`src/rtl/ch_queue_pkg.sv`:
```
// Shared helpers for the ch_queue family of FIFOs.
// Provides ceil-log2, pointer-width derivation and a parameter legality check
// so every queue variant sizes its pointers and validates its parameters the
// same way.
package ch_queue_pkg;

  function automatic int unsigned clog2(input int unsigned v);
    int unsigned r;
    r = 0;
    while ((32'd1 << r) < v) r++;
    return r;
  endfunction

  // Pointers carry one extra wrap bit above the address bits.
  function automatic int unsigned ptr_w(input int unsigned depth);
    return clog2(depth) + 1;
  endfunction

  function automatic bit params_ok(input int unsigned data_w,
                                   input int unsigned depth,
                                   input int unsigned afull_th,
                                   input int unsigned aempty_th);
    bit ok;
    ok = 1'b1;
    if (data_w < 1) ok = 1'b0;
    if (depth < 2 || (depth & (depth - 1)) != 0) ok = 1'b0;
    if (afull_th < 1 || afull_th > depth) ok = 1'b0;
    if (aempty_th > depth - 1) ok = 1'b0;
    return ok;
  endfunction

endpackage

```
`src/rtl/ch_queue_ram.sv`:
```
// Storage array for ch_queue variants: DATA_W x DEPTH, one synchronous write
// port and one asynchronous read port. Contents are not reset.
//   clk    : write clock
//   we     : write enable
//   waddr  : write address
//   wdata  : write payload
//   raddr  : read address
//   rdata  : read payload (combinational)
module ch_queue_ram
  import ch_queue_pkg::*;
#(
  parameter int unsigned DATA_W = 8,
  parameter int unsigned DEPTH  = 4,
  localparam int unsigned AW    = clog2(DEPTH)
) (
  input  logic              clk,
  input  logic              we,
  input  logic [AW-1:0]     waddr,
  input  logic [DATA_W-1:0] wdata,
  input  logic [AW-1:0]     raddr,
  output logic [DATA_W-1:0] rdata
);

  logic [DATA_W-1:0] mem [DEPTH];

  always_ff @(posedge clk) begin
    if (we) mem[waddr] <= wdata;
  end

  assign rdata = mem[raddr];

endmodule

```
`src/rtl/ch_queue_flow.sv`:
```
// Parametrised ready/valid FIFO with synchronous flush, almost-full/empty
// flags and an optional zero-latency bypass when empty (FLOW=1).
//   clk, reset        : clock, synchronous active-high reset (zeroes pointers)
//   io_flush          : discard all entries next cycle
//   io_enq_*          : producer handshake and payload
//   io_deq_*          : consumer handshake and head payload
//   io_size           : occupancy 0..DEPTH
//   io_almost_full    : size >= AFULL_TH
//   io_almost_empty   : size <= AEMPTY_TH
module ch_queue_flow
  import ch_queue_pkg::*;
#(
  parameter int unsigned DATA_W    = 8,
  parameter int unsigned DEPTH     = 4,
  parameter int unsigned AFULL_TH  = 3,
  parameter int unsigned AEMPTY_TH = 1,
  parameter bit          FLOW      = 1'b0,
  localparam int unsigned AW       = clog2(DEPTH),
  localparam int unsigned PTR_W    = ptr_w(DEPTH)
) (
  input  logic              clk,
  input  logic              reset,
  input  logic              io_flush,
  input  logic              io_enq_valid,
  input  logic [DATA_W-1:0] io_enq_data,
  output logic              io_enq_ready,
  output logic              io_deq_valid,
  output logic [DATA_W-1:0] io_deq_data,
  input  logic              io_deq_ready,
  output logic [AW:0]       io_size,
  output logic              io_almost_full,
  output logic              io_almost_empty
);

  if (!params_ok(DATA_W, DEPTH, AFULL_TH, AEMPTY_TH)) begin : g_bad_params
    $error("ch_queue_flow: illegal DATA_W/DEPTH/AFULL_TH/AEMPTY_TH");
  end

  logic [PTR_W-1:0]  wr_ptr, rd_ptr;
  logic [DATA_W-1:0] rd_data;
  logic              full, empty;
  logic              enq_fire, deq_fire, bypass;
  logic              wr_en, rd_adv;

  assign empty = (wr_ptr == rd_ptr);
  assign full  = (wr_ptr[AW-1:0] == rd_ptr[AW-1:0]) && (wr_ptr[AW] != rd_ptr[AW]);

  assign io_enq_ready = !full && !io_flush && !reset;
  assign io_deq_valid = (!empty || (FLOW && io_enq_valid)) && !io_flush && !reset;
  assign io_deq_data  = (FLOW && empty) ? io_enq_data : rd_data;

  assign enq_fire = io_enq_valid && io_enq_ready;
  assign deq_fire = io_deq_valid && io_deq_ready;

  // Empty-queue bypass: the payload goes straight through, nothing is stored.
  assign bypass = FLOW && empty && enq_fire && deq_fire;
  assign wr_en  = enq_fire && !bypass;
  assign rd_adv = deq_fire && !empty;

  always_ff @(posedge clk) begin
    if (reset) begin
      wr_ptr <= '0;
      rd_ptr <= '0;
    end else if (io_flush) begin
      rd_ptr <= wr_ptr;
    end else begin
      if (wr_en)  wr_ptr <= wr_ptr + 1'b1;
      if (rd_adv) rd_ptr <= rd_ptr + 1'b1;
    end
  end

  ch_queue_ram #(
    .DATA_W(DATA_W),
    .DEPTH (DEPTH)
  ) u_ram (
    .clk  (clk),
    .we   (wr_en),
    .waddr(wr_ptr[AW-1:0]),
    .wdata(io_enq_data),
    .raddr(rd_ptr[AW-1:0]),
    .rdata(rd_data)
  );

  assign io_size         = wr_ptr - rd_ptr;
  assign io_almost_full  = (io_size >= PTR_W'(AFULL_TH));
  assign io_almost_empty = (io_size <= PTR_W'(AEMPTY_TH));

endmodule

```
`config.mk`:
```
export PLATFORM = sky130hd
export DESIGN_NAME = ch_queue_flow
export DESIGN_NICKNAME = d
export VERILOG_FILES = /design/src/rtl/ch_queue_pkg.sv /design/src/rtl/ch_queue_ram.sv /design/src/rtl/ch_queue_flow.sv
export SDC_FILE = /design/constraint.sdc
export NUM_CORES = 1
export LEC_CHECK = 0
export ABC_CLOCK_PERIOD_IN_PS = 2600
export CORE_UTILIZATION = 30
export CTS_BUF_LIST = sky130_fd_sc_hd__clkbuf_4 sky130_fd_sc_hd__clkbuf_8
export DETAILED_ROUTE_END_ITERATION = 10
export SYNTH_ARGS = -nofsm -noshare
export SYNTH_HDL_FRONTEND = slang
export SYNTH_SLANG_ARGS = --single-unit
```
`constraint.sdc`:
```
create_clock -name clk -period 2.6 [get_ports clk]
set_clock_uncertainty 0.1 [all_clocks]
set_input_delay 0.52 -clock clk [delete_from_list [all_inputs] [get_ports clk]]
set_output_delay 0.52 -clock clk [all_outputs]
set_load 0.02 [all_outputs]
```
### After elaboration in Yosys (flattened, before gate mapping)

Memory sizes are Yosys's and may differ from the RTL's. A register that Yosys moved wholly into a read port is not among the register bits.
Cells that the tools add are included.

| cells by class | value |
|---|---|
| add/subtract/negate cells | 3 |
| magnitude comparators | 2 |
| equality and inequality tests | 3 |
| muxes and demuxes | 6 |
| bitwise logic cells | 1 |
| reductions and logical operators | 14 |

Operator list:

| kind | number |
|---|---|
| logical AND 1 bit | 8 |
| adder 3 x 1 -> 3 bit (second input constant) | 2 |
| 2-to-1 mux 3 bit | 2 |
| logical NOT 1 bit | 4 |
| 2-to-1 mux 2 bit | 2 |
| equality test 3 bit | 1 |
| >= comparator 3 x 2 -> 1 bit (second input constant) | 1 |
| less-or-equal comparator 3 x 1 -> 1 bit (second input constant) | 1 |
| subtractor 3 bit | 1 |
| equality test 2 bit | 1 |
| 2-to-1 mux 1 bit | 2 |
| AND reduction 2 bit | 1 |
| nonzero test 2 bit | 1 |
| inequality test 1 bit | 1 |
| NOT 1 bit | 1 |

| word-level totals | value |
|---|---|
| bits in registers | 6 |
| RAM bits | 32 |
| input port bits | 13 |
| output and inout bits | 15 |
| word-level logic and storage cells | 32 |
| memories | 1 |

Memories:

| name | words | bits a word | read ports | clocked after memory_dff | write ports | RTL line | source |
|---|---|---|---|---|---|---|---|
| u_ram.mem | 4 | 8 | 1 | 1 | 1 | ch_queue_ram.sv:24 | `logic [DATA_W-1:0] mem [DEPTH];` |

### Depth between registers and ports, before layout

| logic depth | value |
|---|---|
| depth after elaboration | 10 |
| mapped depth | 6 |
| depth with buffers taken out | 6 |

### Modules after synthesis

Synthesis repeated with hierarchy kept, for this count alone.

| unflattened totals | value |
|---|---|
| cell total of the unflattened synthesis | 102 |
| area total of the unflattened synthesis | 1685.4 µm² |

By module, submodules not included:

| module | times used | cells an instance | area each (µm²) | seq. area each (µm²) |
|---|---|---|---|---|
| ch_queue_ram | 1 | 46 | 1188.6 | 960.9 |
| ch_queue_flow | 1 | 56 | 496.7 | 120.1 |

### Worst setup path after synthesis

Ideal clock, no wire load.

| timing | value |
|---|---|
| kind | register to output |
| start | reg wr_ptr[0] |
| end | out io_almost_full |
| arrival | 1.695 ns |
| data required time | 1.980 ns |
| setup slack | 0.285 ns |
| stages on the path, launching flop included | 7 |
| path buffers | 0 |
| cells stage by stage | dfxtp_1 inv_1 ha_1 inv_1 fa_1 xnor2_1 a21o_1 |

| between the ends | value |
|---|---|
| longest elaborated chain between the ends | 2 |

RTL lines:

| item | RTL line | source |
|---|---|---|
| from (decl) | ch_queue_flow.sv:39 | `logic [PTR_W-1:0] wr_ptr, rd_ptr;` |
| from (signal assigned) | ch_queue_flow.sv:67 | `if (wr_en) wr_ptr <= wr_ptr + 1'b1;` |
| subtractor 3 bit | ch_queue_flow.sv:84 | `assign io_size = wr_ptr - rd_ptr;` |
| via io_size[2] | ch_queue_flow.sv:30 | `output logic [AW:0] io_size,` |
| >= comparator 3 x 2 -> 1 bit | ch_queue_flow.sv:85 | `assign io_almost_full = (io_size >= PTR_W'(AFULL_TH));` |
| to (decl) | ch_queue_flow.sv:31 | `output logic io_almost_full,` |

The timed path passes the listed nets, and every way through them passes these cells.

### Worst setup path in the final report

| timing | value |
|---|---|
| start | reg wr_ptr[0] |
| end | out io_almost_empty |

| between the ends | value |
|---|---|
| longest elaborated chain between the ends | 2 |

RTL lines:

| item | RTL line | source |
|---|---|---|
| subtractor 3 bit | ch_queue_flow.sv:84 |  |
| less-or-equal comparator 3 x 1 -> 1 bit | ch_queue_flow.sv:86 | `assign io_almost_empty = (io_size <= PTR_W'(AEMPTY_TH));` |
| to (decl) | ch_queue_flow.sv:32 | `output logic io_almost_empty` |

No other way between the ends.

==> impl_metrics.tcl <==
set metrics [dict create \
    status "complete, no violations" \
    die-area_sq_um 6183 \
    total_switching_power_uw 366.6 \
    clk-insertion-delay-late_ns 0.27 \
    hold_viol_final 0 \
    cts.path.max_buffers 2 \
    synth_cells 110 \
    dpl_worst_slack_ns 0.01412 \
    synth_cell_types 35 \
    cap_viol_max_count 0 \
    power_switching_share_pct 24.02 \
    actual_slew_at_the_worst_max_slew_pin_ns 0.4462 \
    grtUsageTotal_pct 11.07 \
    post_cts_resize_count 5 \
    maxSlewHeadroom_pct 70.25 \
    mappedNetlistNets 131 \
    ioPinCount 28 \
    synth_enable_flop_cells 32 \
    cellInternalPower_uw 1159 \
    worst_ep_arrival_time_ns 1.87 \
    drt_wl_total_um 3124 \
    routed_wire_length_per_instance_um 14.20 \
    hpwlAfterDp_um 2282 \
    hold_class "reg2reg" \
    setup.worst_path.class "reg2out" \
    synth_area_sq_um 1762 \
    postCtsSetupRepairBufs 0 \
    maximum_number_of_pins_on_one_net_before_global_route_repair 13 \
    ys_dominant_reg_cell "edfxtp_1" \
    vias_post_dr 1025 \
    finalWorstSetupSlack_ns 0.1097 \
    synth_largest_area_cell "edfxtp_1" \
    total_leakage_power_uw 0.0008683 \
    global_route.overflow_total 0 \
    port_buffers 27 \
    critical_path.max_fanout 3 \
    share_clk_of_total_power_pct 31.7 \
    setup_viol 0 \
    syn_to_final_growth_pct 29.12 \
    finalMaxSlewViolations 0 \
    post_synth.cell_area_avg_sq_um 16.02 \
    cts_sinks 40 \
    post_synthesis_sequential_area_ratio_pct 63.64 \
    htreeDepth 2 \
    route.detailed.vias_per_inst 4.659 \
    dr.pass1.iters 4 \
    core_sq_um 5574 \
    clock.fmax_mhz 401.6 \
    detail_route.drc_violations 0 \
    rsz0062_at_grt "false" \
    grt_pass1_vias 1080 \
    global_route_wire_length_before_repair_um 5126 \
    tritoncts "done" \
    dr.first_iter.drc_count 52 \
    cts-root-buf "clkbuf_8" \
    total_cts_buffers 5 \
    cts-hold-fix-buffers 0 \
    power_density_nw_per_um2 670.8 \
    fin_crit_ns 2.490 \
    diodes 0 \
    setup.worst_path.end_class "output pin" \
    post_route_cells_drive_above_1_share_pct 20.95 \
    layout_commonest_cell "edfxtp_1" \
    cp-start-kind "flop" \
    ys.warnings.count 0 \
    seq_power_share_pct 47.6 \
    pwr-share-comb_pct 20.7 \
    synth.ff_latch_count 40 \
    detail-route-antenna-nets 0 \
    design.final.nets 168 \
    fill_count 521 \
    final_util_pct 40.81 \
    gp_congestion 0.7600 \
    final_sum_of_negative_setup_slack_ns 0 \
    die_x_um 78.63 \
    power.ir.vdd_worst_v 0.0003101 \
    grt_antenna_before_repair 0 \
    timing.critical_path.required_ns 1.98 \
    initial_utilization_pct 31.60 \
    async_reset_ff_share_pct 0 \
    std_cell_rows 27 \
    final_cell_mix "edfxtp_1 (32), clkdlybuf4s50_1 (21), mux4_2 (8)" \
    die-height_um 78.63 \
    post-route-period-util_pct 95.78 \
    synth.top_cells.by_area "edfxtp_1 (55%), mux4_2 (10%), dfxtp_1 (9.1%)" \
    clkSlewWorstSetupHoldPaths_ns 0.07 \
    synth_top_area_share_pct 54.55 \
]
[registers in the layout, summed over array words and instances (netlist names), named ones only]
register	flops
wr_ptr	3
u_ram.mem	32
rd_ptr	3
[synth_stat cells, types with 2 or more instances]
cell / number
a21oi_1: 3
and2_1: 3
buf_2: 2
dfxtp_1: 8
edfxtp_1: 32
ha_1: 7
inv_1: 7
mux2i_1: 2
mux4_2: 8
nand2_1: 3
nand3_1: 2
nor2_1: 3
nor3_1: 3
nor4b_1: 2
o21a_1: 3
o21ai_0: 2
xnor2_1: 2
[cell type report]
class / instances / area [sq um] / area share (%)
sequential: 40 / 1122 / 49.34
multi-input combinational: 59 / 603.1 / 26.51
timing repair buffer: 34 / 321.6 / 14.14
tap: 72 / 90.09 / 3.960
clock buffer: 6 / 76.32 / 3.355
clock inverter: 2 / 35.03 / 1.540
inverter: 7 / 26.28 / 1.155
[final timing paths]
check / startpoint / end / slack (ns) / cells past startpoint
setup / recovery: wr_ptr[0] / io_almost_empty / 0.11 / 7
hold / removal: wr_ptr[2] / wr_ptr[2] / 0.47 / 1
setup reg to reg: rd_ptr[1] / u_ram.mem[1][3] / 0.47 / 6
hold reg to reg: wr_ptr[2] / wr_ptr[2] / 0.47 / 1
[critical path, cell delays in order (launching register included)]
cell             delay (ns)
dfxtp_1                0.31
inv_1                  0.11
ha_1                   0.16
inv_1                  0.05
fa_1                   0.40
xnor2_2                0.17
nor2_1                 0.10
clkdlybuf4s15_1        0.30
[routing by layer]
layer	global-route usage, %	vias up	routed length, um
li1	-	497	-
met1	12.74	491	1342
met2	20.00	37	1617
met3	3.605	0	164
met4	2.037	0	0
met5	0	-	0
[power groups by stage]
stage               registers (uW)  logic [uW]  clock network [uW]
detailed placement             740         330                   0
finish                         726         317                 484
floorplan                      732         187                   0
CTS                            725         321                 498
global route                   728         341                 528
global placement               738         325                   0
[stage by stage]
step / area [sq um] / cells / power, uW / hold WS (ns)
2_1_floorplan: 1762 / 110 / 919.7 / 0.3799
3_3_place_gp: 2156 / 212 / 1063 / 0.4362
3_5_place_dp: 2156 / 212 / 1069 / 0.4653
4_1_cts: 2270 / 220 / 1544 / 0.4765
5_1_grt: 2275 / 220 / 1596 / 0.5093
6_report: 2275 / 220 / 1526 / 0.4699
[cells by family after synthesis]
family | synth area share (%)
xor gates and xnor gates | 1.918
muxes | 12.22
and+or+nand+nor | 7.458
adders and majority gates | 6.108
DFF | 63.64
AOI/OAI and AO/OA | 6.108
buffers and inverters | 2.557
(Power assumes the default switching activity.)
==> edit: new RTL, same flow settings <==
`DATA_W` is set to 8 in 2 places; all go to 6.
--- a/src/rtl/ch_queue_ram.sv
+++ b/src/rtl/ch_queue_ram.sv
@@ -9,7 +9,7 @@
 module ch_queue_ram
   import ch_queue_pkg::*;
 #(
-  parameter int unsigned DATA_W = 8,
+  parameter int unsigned DATA_W = 6,
   parameter int unsigned DEPTH  = 4,
   localparam int unsigned AW    = clog2(DEPTH)
 ) (
--- a/src/rtl/ch_queue_flow.sv
+++ b/src/rtl/ch_queue_flow.sv
@@ -10,7 +10,7 @@
 module ch_queue_flow
   import ch_queue_pkg::*;
 #(
-  parameter int unsigned DATA_W    = 8,
+  parameter int unsigned DATA_W    = 6,
   parameter int unsigned DEPTH     = 4,
   parameter int unsigned AFULL_TH  = 3,
   parameter int unsigned AEMPTY_TH = 1,
Ports: changed (resized io_deq_data and io_enq_data); port bits go from 28 to 24. The function was not compared with the original's and may differ.
==> edit against the unedited design <==
  * Synthesized area fell by 17%
  * Total power fell by 13%
  * Routed wire length fell by 7.7%
  * Sequential cell count fell by 8
  * First-iteration DRC count fell by 13%
  * Sequential share of layout area fell by 2.9 points
  * Design area fell by 16%
  * Worst setup slack got worse by 0.0057 ns
  * Largest power group unchanged
==> edit: results (changes against the unedited design) <==
Lkg Pwr=0.764 nW (was 0.868 nW); layout cells sized above 1=20.5% (was 20.9%); ys async rst share=0% (unchanged); status=completed (unchanged); pre-CTS setup slack=0.0318 ns (was 0.0141 ns); GRT Resource Usage Total=12.8% (was 11.1%); number of flops mapped to enable cells by yosys=24 (was 32); final HPWL from detailed placement=2120 um (was 2280 um); Post-synth top cells=24 x edfxtp_1, 8 x dfxtp_1, 7 x ha_1, 7 x inv_1, 6 x mux4_2 (was 32 x edfxtp_1, 8 x dfxtp_1, 8 x mux4_2); Max-slew headroom=67.0% (was 70.3%); drt wl/cell=15.5 um (was 14.2 um); hold_sp=rd_ptr[2] (was wr_ptr[2]); Syn Nets=117 (was 131); total area of sequential cells=882 sq um (was 1120 sq um); synth top area cells=edfxtp_1 49%, dfxtp_1 11%, mux4_2 9.2% (was edfxtp_1 55%, mux4_2 10%, dfxtp_1 9.1%); drt total wl=2880 um (was 3120 um); worst-skew pair later-pin latency=0.28 ns; critical-path maximum fanout=5 (was 3); start point of the critical path=rd_ptr[0] (was wr_ptr[0]); Cell Area, Placed=1790 sq um (was 2160 sq um); Post-Syn Area per Cell=14.9 sq um (was 16.0 sq um); Post-route DRC=0 (unchanged); largest net degree at the start of global routing=12 (was 13); placed cell count=178 (was 212); Vias=909 (was 1,025); Fillers=445 (was 521); Layout Nets=150 (was 168); Final GP Congestion=0.779 (was 0.760); PortBufs=23 (was 27); Seq/Total Area, Yosys=60.3% (was 63.6%); leading registers by flop count=u_ram.mem x24, rd_ptr x3, wr_ptr x3 (was u_ram.mem x32, rd_ptr x3, wr_ptr x3); first-pass GRT wire length=4800 um (was 5130 um); synth unique cells=32 (was 35); Critical Path AT=1.88 ns; initial drt markers=45 (was 52); number of global-route vias before repair=978 (was 1,080); maximum resistive drop on vdd=0.252 mV (was 0.310 mV)
[edit: path summary, 6_finish.rpt]
kind / cells past startpoint / slack, ns / end
max: 5 / 0.10 / io_size[2]
min: 2 / 0.46 / rd_ptr[2]
max reg2reg: 6 / 0.56 / u_ram.mem[1][0]
min reg2reg: 2 / 0.46 / rd_ptr[2]
[edit: logic make-up after synthesis]
| logic type | after synthesis | synth area share, % |
|---|---|---|
| mux | 9 | 11.4 |
| simple gates | 22 | 8.39 |
| flops | 32 | 60.3 |
| compound gates | 15 | 7.79 |
| xor+xnor | 3 | 2.31 |
| buf+inv | 9 | 2.48 |
| fa+ha+maj | 8 | 7.36 |
[edit: metal layers]
| layer | vias up | track usage (%) | wire length, um |
|---|---|---|---|
| li1 | 436 | - | - |
| met5 | - | 0 | 0 |
| met1 | 441 | 14.3 | 1250 |
| met4 | 0 | 4.58 | 39 |
| met3 | 5 | 4.50 | 161 |
| met2 | 27 | 22.6 | 1430 |
[edit: critical path, cell delays in order, from the launching register on]
cell	delay [ns]
dfxtp_1	0.41
ha_1	0.18
inv_1	0.05
fa_1	0.40
xnor2_2	0.22
clkdlybuf4s15_1	0.33
[edit: layout make-up]
cell class	count	share of cell area (%)
flip-flops and latches	32	46.4
multi-input cells	57	29.0
repair buffers	28	13.8
clock buffers	5	3.62
well taps	54	3.55
clock inverters	3	2.24
inverters	7	1.38
[edit: power breakdown]
group	switching (mW)	internal (mW)	leakage, nW	total (mW)
Clock	0.186	0.283	0.0541	0.469
Combinational	0.145	0.131	0.427	0.277
Sequential	0.0203	0.566	0.283	0.586
Total	0.351	0.980	0.764	1.33
[edit: repair_timing]
item                                    4_1_cts  5_1_grt
buffers inserted                              0        0
endpoints found under the setup margin       10        5
hold endpoints to repair                      0        0
gates resized for setup                       6        7
